`src/rtl/dshot_ctrl_pkg.sv`:
```
// Shared state encoding, command codes and throttle limit for the DShot frame sequencer.
package dshot_ctrl_pkg;

  typedef enum logic [1:0] {
    DISARMED = 2'd0,
    ARMED    = 2'd1,
    FAILSAFE = 2'd2
  } state_t;

  localparam logic [5:0] CMD_MOTOR_STOP    = 6'd0;
  localparam logic [5:0] CMD_BEEP_LAST     = 6'd5;
  localparam logic [5:0] CMD_SPIN_DIR_1    = 6'd7;
  localparam logic [5:0] CMD_SPIN_DIR_2    = 6'd8;
  localparam logic [5:0] CMD_3D_OFF        = 6'd9;
  localparam logic [5:0] CMD_3D_ON         = 6'd10;
  localparam logic [5:0] CMD_SAVE          = 6'd12;
  localparam logic [5:0] CMD_SPIN_NORMAL   = 6'd20;
  localparam logic [5:0] CMD_SPIN_REVERSED = 6'd21;

  localparam int DSHOT_MAX_THROTTLE = 1999;

  function automatic logic [10:0] clamp_throttle(input logic [10:0] s, input int max_thr);
    return (int'(s) > max_thr) ? 11'(max_thr) : s;
  endfunction

endpackage

```
`src/rtl/dshot_repeat_filter.sv`:
```
// Qualifies special commands: beeps fire on first sight, others after CMD_REPEATS identical frames.
// fire is combinational with the accepted strobe; exec/exec_code are registered one cycle later.
module dshot_repeat_filter
  import dshot_ctrl_pkg::*;
#(
  parameter int CMD_REPEATS = 6
) (
  input  logic       quarterClockOut,
  input  logic       reset,
  input  logic       accept,
  input  logic       is_cmd,
  input  logic [5:0] code,
  output logic       fire,
  output logic       exec,
  output logic [5:0] exec_code
);

  localparam int RW = $clog2(CMD_REPEATS + 1);

  logic [RW-1:0] cnt, cnt_n, need;
  logic [5:0]    last_code;
  logic          last_cmd, done, done_n, same;

  assign same = is_cmd && last_cmd && (code == last_code);
  assign need = (code <= CMD_BEEP_LAST) ? RW'(1) : RW'(CMD_REPEATS);

  always_comb begin
    cnt_n  = cnt;
    done_n = done;
    fire   = 1'b0;
    if (accept) begin
      if (!is_cmd) begin
        cnt_n  = '0;
        done_n = 1'b0;
      end else begin
        if (same) begin
          cnt_n = (cnt == RW'(CMD_REPEATS)) ? cnt : cnt + 1'b1;
        end else begin
          cnt_n  = RW'(1);
          done_n = 1'b0;
        end
        // done blocks re-execution for the rest of an identical run
        if ((code != CMD_MOTOR_STOP) && !done_n && (cnt_n >= need)) begin
          fire   = 1'b1;
          done_n = 1'b1;
        end
      end
    end
  end

  always_ff @(posedge quarterClockOut) begin
    if (reset) begin
      cnt       <= '0;
      done      <= 1'b0;
      last_cmd  <= 1'b0;
      last_code <= '0;
      exec      <= 1'b0;
      exec_code <= '0;
    end else begin
      cnt  <= cnt_n;
      done <= done_n;
      exec <= fire;
      if (accept) begin
        last_cmd  <= is_cmd;
        last_code <= code;
      end
      if (fire) exec_code <= code;
    end
  end

endmodule

```
`src/rtl/dshot_command_controller.sv`:
```
// Arming / failsafe / command sequencer after the DShot decoder; outputs update one cycle after a strobe.
// Optional bidirectional throttle mapping is enabled by defining DSHOT_3D_MODE_EN.
module dshot_command_controller
  import dshot_ctrl_pkg::*;
#(
  parameter int ARM_FRAMES    = 10,
  parameter int CMD_REPEATS   = 6,
  parameter int TIMEOUT_TICKS = 60000,
  parameter int MAX_THROTTLE  = DSHOT_MAX_THROTTLE
) (
  input  logic        quarterClockOut,
  input  logic        reset,
  input  logic        frame_strobe,
  input  logic        CRCValid,
  input  logic        isSpecialCommand,
  input  logic [5:0]  specialCommand,
  input  logic [10:0] setSpeed,
  output logic        armed,
  output logic [10:0] throttle,
  output logic        reversed,
  output logic        failsafe,
  output logic        cmd_exec,
  output logic [5:0]  cmd_code,
  output logic [1:0]  state_o
);

  localparam int AW = $clog2(ARM_FRAMES + 1);
  localparam int TW = $clog2(TIMEOUT_TICKS + 1);

  state_t        state, state_n, eval_state;
  logic [AW-1:0] arm_cnt, arm_cnt_n;
  logic [TW-1:0] timer, timer_n;
  logic [10:0]   thr, thr_n;
  logic          rev, rev_n;
  logic          accepted, motor_stop, expire, fire;
  logic          flip;

  assign accepted   = frame_strobe && CRCValid;
  assign motor_stop = accepted && isSpecialCommand && (specialCommand == CMD_MOTOR_STOP);
  // expiry lands on the TIMEOUT_TICKS-th idle edge; an accepted frame that cycle wins
  assign expire     = !accepted && (timer >= TW'(TIMEOUT_TICKS - 1));

  dshot_repeat_filter #(.CMD_REPEATS(CMD_REPEATS)) u_repeat (
    .quarterClockOut (quarterClockOut),
    .reset           (reset),
    .accept          (accepted),
    .is_cmd          (isSpecialCommand),
    .code            (specialCommand),
    .fire            (fire),
    .exec            (cmd_exec),
    .exec_code       (cmd_code)
  );

`ifdef DSHOT_3D_MODE_EN
  logic mode_3d, mode_3d_n, flip_n;
`else
  assign flip = 1'b0;
`endif

  always_comb begin
    state_n    = state;
    arm_cnt_n  = arm_cnt;
    thr_n      = thr;
    rev_n      = rev;
    timer_n    = (timer == TW'(TIMEOUT_TICKS)) ? timer : timer + 1'b1;
    eval_state = (state == FAILSAFE) ? DISARMED : state;
`ifdef DSHOT_3D_MODE_EN
    mode_3d_n  = mode_3d;
    flip_n     = flip;
`endif
    if (accepted) begin
      timer_n = '0;
      state_n = eval_state;
      case (eval_state)
        DISARMED: begin
          thr_n = '0;
          if (!motor_stop) begin
            arm_cnt_n = '0;
          end else if (arm_cnt >= AW'(ARM_FRAMES - 1)) begin
            arm_cnt_n = '0;
            state_n   = ARMED;
          end else begin
            arm_cnt_n = arm_cnt + 1'b1;
          end
        end
        ARMED: begin
          if (isSpecialCommand) thr_n = '0;
`ifdef DSHOT_3D_MODE_EN
          else if (mode_3d) begin
            flip_n = (setSpeed < 11'd1000);
            thr_n  = flip_n ? setSpeed : setSpeed - 11'd1000;
          end
`endif
          else thr_n = clamp_throttle(setSpeed, MAX_THROTTLE);
        end
        default: thr_n = '0;
      endcase
    end else if (expire && (state != FAILSAFE)) begin
      state_n   = FAILSAFE;
      arm_cnt_n = '0;
      thr_n     = '0;
`ifdef DSHOT_3D_MODE_EN
      flip_n    = 1'b0;
`endif
    end

    if (fire) begin
      case (specialCommand)
        CMD_SPIN_DIR_1, CMD_SPIN_NORMAL:   rev_n = 1'b0;
        CMD_SPIN_DIR_2, CMD_SPIN_REVERSED: rev_n = 1'b1;
`ifdef DSHOT_3D_MODE_EN
        CMD_3D_ON:  mode_3d_n = 1'b1;
        CMD_3D_OFF: begin
          mode_3d_n = 1'b0;
          flip_n    = 1'b0;
        end
`endif
        default: ;
      endcase
    end
  end

  always_ff @(posedge quarterClockOut) begin
    if (reset) begin
      state   <= DISARMED;
      arm_cnt <= '0;
      timer   <= '0;
      thr     <= '0;
      rev     <= 1'b0;
`ifdef DSHOT_3D_MODE_EN
      mode_3d <= 1'b0;
      flip    <= 1'b0;
`endif
    end else begin
      state   <= state_n;
      arm_cnt <= arm_cnt_n;
      timer   <= timer_n;
      thr     <= thr_n;
      rev     <= rev_n;
`ifdef DSHOT_3D_MODE_EN
      mode_3d <= mode_3d_n;
      flip    <= flip_n;
`endif
    end
  end

  assign armed    = (state == ARMED);
  assign failsafe = (state == FAILSAFE);
  assign throttle = thr;
  assign reversed = rev ^ flip;
  assign state_o  = state;

endmodule

```
`config.mk`:
```
export PLATFORM = sky130hd
export DESIGN_NAME = dshot_command_controller
export DESIGN_NICKNAME = d
export VERILOG_FILES = /design/src/rtl/dshot_ctrl_pkg.sv /design/src/rtl/dshot_repeat_filter.sv /design/src/rtl/dshot_command_controller.sv
export SDC_FILE = /design/constraint.sdc
export NUM_CORES = 1
export LEC_CHECK = 0
export ABC_AREA = 1
export CORE_MARGIN = 3
export CORE_UTILIZATION = 30
export CTS_CLUSTER_SIZE = 24
export DETAILED_ROUTE_END_ITERATION = 8
export GPL_ROUTABILITY_DRIVEN = 0
export RECOVER_POWER = 50
export SETUP_SLACK_MARGIN = 0.3
export SYNTH_ARGS = -nofsm -noshare
export SYNTH_HDL_FRONTEND = slang
export SYNTH_SLANG_ARGS = --single-unit
```
`constraint.sdc`:
```
create_clock -name quarterClockOut -period 3.7 [get_ports quarterClockOut]
set_input_delay 0.74 -clock quarterClockOut [delete_from_list [all_inputs] [get_ports quarterClockOut]]
set_output_delay 0.74 -clock quarterClockOut [all_outputs]
set_load 0.01 [all_outputs]
```
==> impl_metrics.yaml <==
detailed_routing:
  ant_nets: 0
  drt-total-wl_microns: 6390
  wire_per_inst_microns: 11.9
  firstDrtPassIters: 4
  drtIter0Drc: 98
  dr_total_vias: 2547
  drc: 0
  via_per_inst: 4.76
sta:
  fin_setup_tns_ns: 0
  layout_worst_path_cycle_share: 0.798
  relSlewSlack: 0.142
  hold_viol_final: 0
  whs_ns: 0.460
  min_period_ns: 2.95
  drv_slew: 0
  setup_viol: 0
  rsz0062_at_grt: "no"
  max_freq_mhz: 339
  clock-skew-final_ns: 0.00954
  tightest_slew_ns: 1.29
finish:
  stdcell_area_sq_mm: 0.00343
  final_core_util: 0.384
  antenna-diode-count: 0
  syn_to_final_growth_pct: 21.4
  multiInputGateArea_sq_mm: 0.00148
  fin_nets: 458
  layout-drive-gt1-share: 0.136
  seq_area_sq_mm: 0.00104
  fill_cells: 953
worst_setup_path:
  endpoint_kind: "flip-flop"
  path_class: "in -> reg"
  start_kind: "input pin"
  cp.arrival_ns: 3.19
  crit_fanout: 9
  r2r_start: "timer[0]"
  ff2ff_path_depth: 10
  critical_path_required_ns: 3.93
  r2r_slack_ns: 1.37
  worstReg2RegEnd: "throttle[10]"
floorplanning:
  start_util: 0.316
  fp.dieArea_sq_mm: 0.0106
  core_area_sq_mm: 0.00893
  pin_count: 45
  die_w_microns: 103
  die_h_microns: 103
  num_rows: 34
synth:
  syn_area_sq_mm: 0.00282
  synth_compound_area_frac: 0.136
  synth_top_cell_area_share: 0.369
  synth-seq-cells: 52
  synth.top_cells.by_area: "dfxtp_1 (37%), nand2_1 (11%), inv_1 (5.7%)"
  synth_most_common_cell: "nand2_1"
  seq_area_frac_synth: 0.369
  synth-edff-count: 0
  synth_commonest_cells: "nand2_1 (84), dfxtp_1 (52), inv_1 (43)"
  synth_top_family_by_area: "simple AND/OR/NAND/NOR gates"
  synth_area_per_cell_sq_um: 7.43
  synth_fa_ha_area_frac: 0.0443
  ys.flop_type: "dfxtp_1"
  synth_xor_area_frac: 0.0186
  ys_async_sr_fraction: 0
  synthCells: 380
  ys_warn_count: 0
  synthMuxAreaShare: 0.00354
  synthSimpleGateAreaFrac: 0.342
  synthDistinctLibCells: 43
  synth_top_area_cell: "dfxtp_1"
  synth_nets: 412
status:
  outcome: "finished clean"
min_path:
  min_from: "u_repeat.last_cmd"
  min_path_cells: 2
  hold_class: "reg -> reg"
  holdPathEnd: "u_repeat.last_cmd"
global_route:
  grt_pass1_vias: 2381
  grt-ovfl-total: 0
  grt_pass1_wl_microns: 10600
  antenna_found_initial: 0
  track_usage: 0.122
  grt_max_degree: 24
cts:
  cts_hold_buf: 0
  htreeDepth: 2
  path_clk_slew_ns: 0.09
  cts_sinks: 52
  clock_path_buffers: 2
  post_cts_buffers: 0
  cts_tree: "yes"
  clkLatencyLatePin_ns: 0.30
  cts_resized: 0
  cts_root_buffer: "clkbuf_8"
  cts_buffers: 5
power_and_ir_drop:
  comb_power_share: 0.090
  intPower_mw: 0.808
  pwr-share-seq: 0.545
  power_density_mw_per_mm2: 307
  p_sw_mw: 0.246
  irDropWorstVdd_v: 0.000131
  power.total_mw: 1.05
  power_frac_clock: 0.365
  p_leak_nw: 1.44
  switching_share: 0.233
flow_run:
  maxCapViolCount: 0
placement:
  port-buffer-count: 44
  placedInstanceArea_sq_mm: 0.00337
  dpl.hpwl_microns: 4920
-- layout make-up --
type                    instances  area share
clock inverters                 2      0.0102
well taps                     108      0.0394
repair buffers                 45       0.131
inverters                      56      0.0617
clock buffers                   6      0.0212
flip-flops and latches         52       0.304
multi-input cells             266       0.433
-- per-layer routing --
layer	track usage	vias to the layer above	part of all wire
met3	0.0210	5	0.029
met5	0	-	0
met2	0.202	41	0.48
met4	0.0329	0	0.010
met1	0.164	1168	0.48
li1	-	1333	-
-- worst max-delay path, stage by stage --
cell             delay [ns]
clkdlybuf4s50_1        0.58
inv_2                  0.06
nand2_1                0.06
nand3_1                0.10
nor2_2                 0.16
and3_1                 0.24
o21a_1                 0.16
ha_1                   0.26
a21oi_1                0.16
o211ai_1               0.10
nand2_1                0.09
clkinv_2               0.14
nand3_4                0.15
nand2_1                0.06
a21oi_1                0.13
-- cells in the final DEF, fill, tap and decap left out, types with 2 or more instances in the layout --
| cell type | count |
|---|---|
| o21ai_1 | 3 |
| nand2_4 | 2 |
| and3_1 | 3 |
| nand4_2 | 3 |
| nand2_2 | 14 |
| o21ai_0 | 11 |
| clkbuf_8 | 5 |
| dfxtp_1 | 52 |
| o22ai_1 | 7 |
| xnor2_1 | 2 |
| nand4_1 | 9 |
| nor3_1 | 7 |
| ha_1 | 10 |
| inv_2 | 11 |
| a21oi_1 | 33 |
| clkdlybuf4s50_1 | 22 |
| nand3_1 | 20 |
| inv_1 | 43 |
| nand2_1 | 85 |
| nand3_4 | 2 |
| clkinv_2 | 2 |
| nor2_2 | 9 |
| nor2_1 | 26 |
| dlygate4sd3_1 | 22 |
| xor2_1 | 4 |
-- sequential cells by signal, summed over array words and instances, names as in the netlist --
register,flops
arm_cnt,4
reversed,1
state_o,2
throttle,11
timer,16
u_repeat.cnt,3
u_repeat.done,1
u_repeat.exec,1
u_repeat.exec_code,6
u_repeat.last_cmd,1
u_repeat.last_code,6
-- cells by family after synthesis --
group | after synthesis
simple gates | 188
buf+inv | 62
compound gates | 61
flops | 52
fa+ha+maj | 10
xor+xnor | 6
mux | 1
-- metrics by stage --
step,setup WS (ns),instances
6_report,0.747,535
5_1_grt,0.524,535
4_1_cts,0.781,535
3_5_place_dp,0.446,527
3_3_place_gp,0.495,527
2_1_floorplan,1.22,380
-- worst max path at each step --
| stage | slack, ns | end | start | cells after the start |
|---|---|---|---|---|
| detailed placement | 0.45 | reversed | specialCommand[0] | 16 |
| global route | 0.52 | u_repeat.exec_code[0] | specialCommand[0] | 15 |
| finish | 0.75 | u_repeat.exec_code[1] | specialCommand[0] | 15 |
| floorplan | 1.22 | reversed | specialCommand[2] | 13 |
| CTS | 0.78 | u_repeat.exec_code[1] | specialCommand[0] | 15 |
| global placement | 0.49 | reversed | specialCommand[5] | 16 |
-- power by group through the flow --
| stage | Combinational, mW | Clock, mW | Sequential, mW |
|---|---|---|---|
| 2_1_floorplan | 0.0568 | 0 | 0.586 |
| 3_3_place_gp | 0.0967 | 0 | 0.587 |
| 3_5_place_dp | 0.0980 | 0 | 0.587 |
| 4_1_cts | 0.0987 | 0.398 | 0.574 |
| 5_1_grt | 0.107 | 0.420 | 0.576 |
| 6_report | 0.0953 | 0.384 | 0.574 |
No activity file was read; power rests on OpenSTA's default activity.
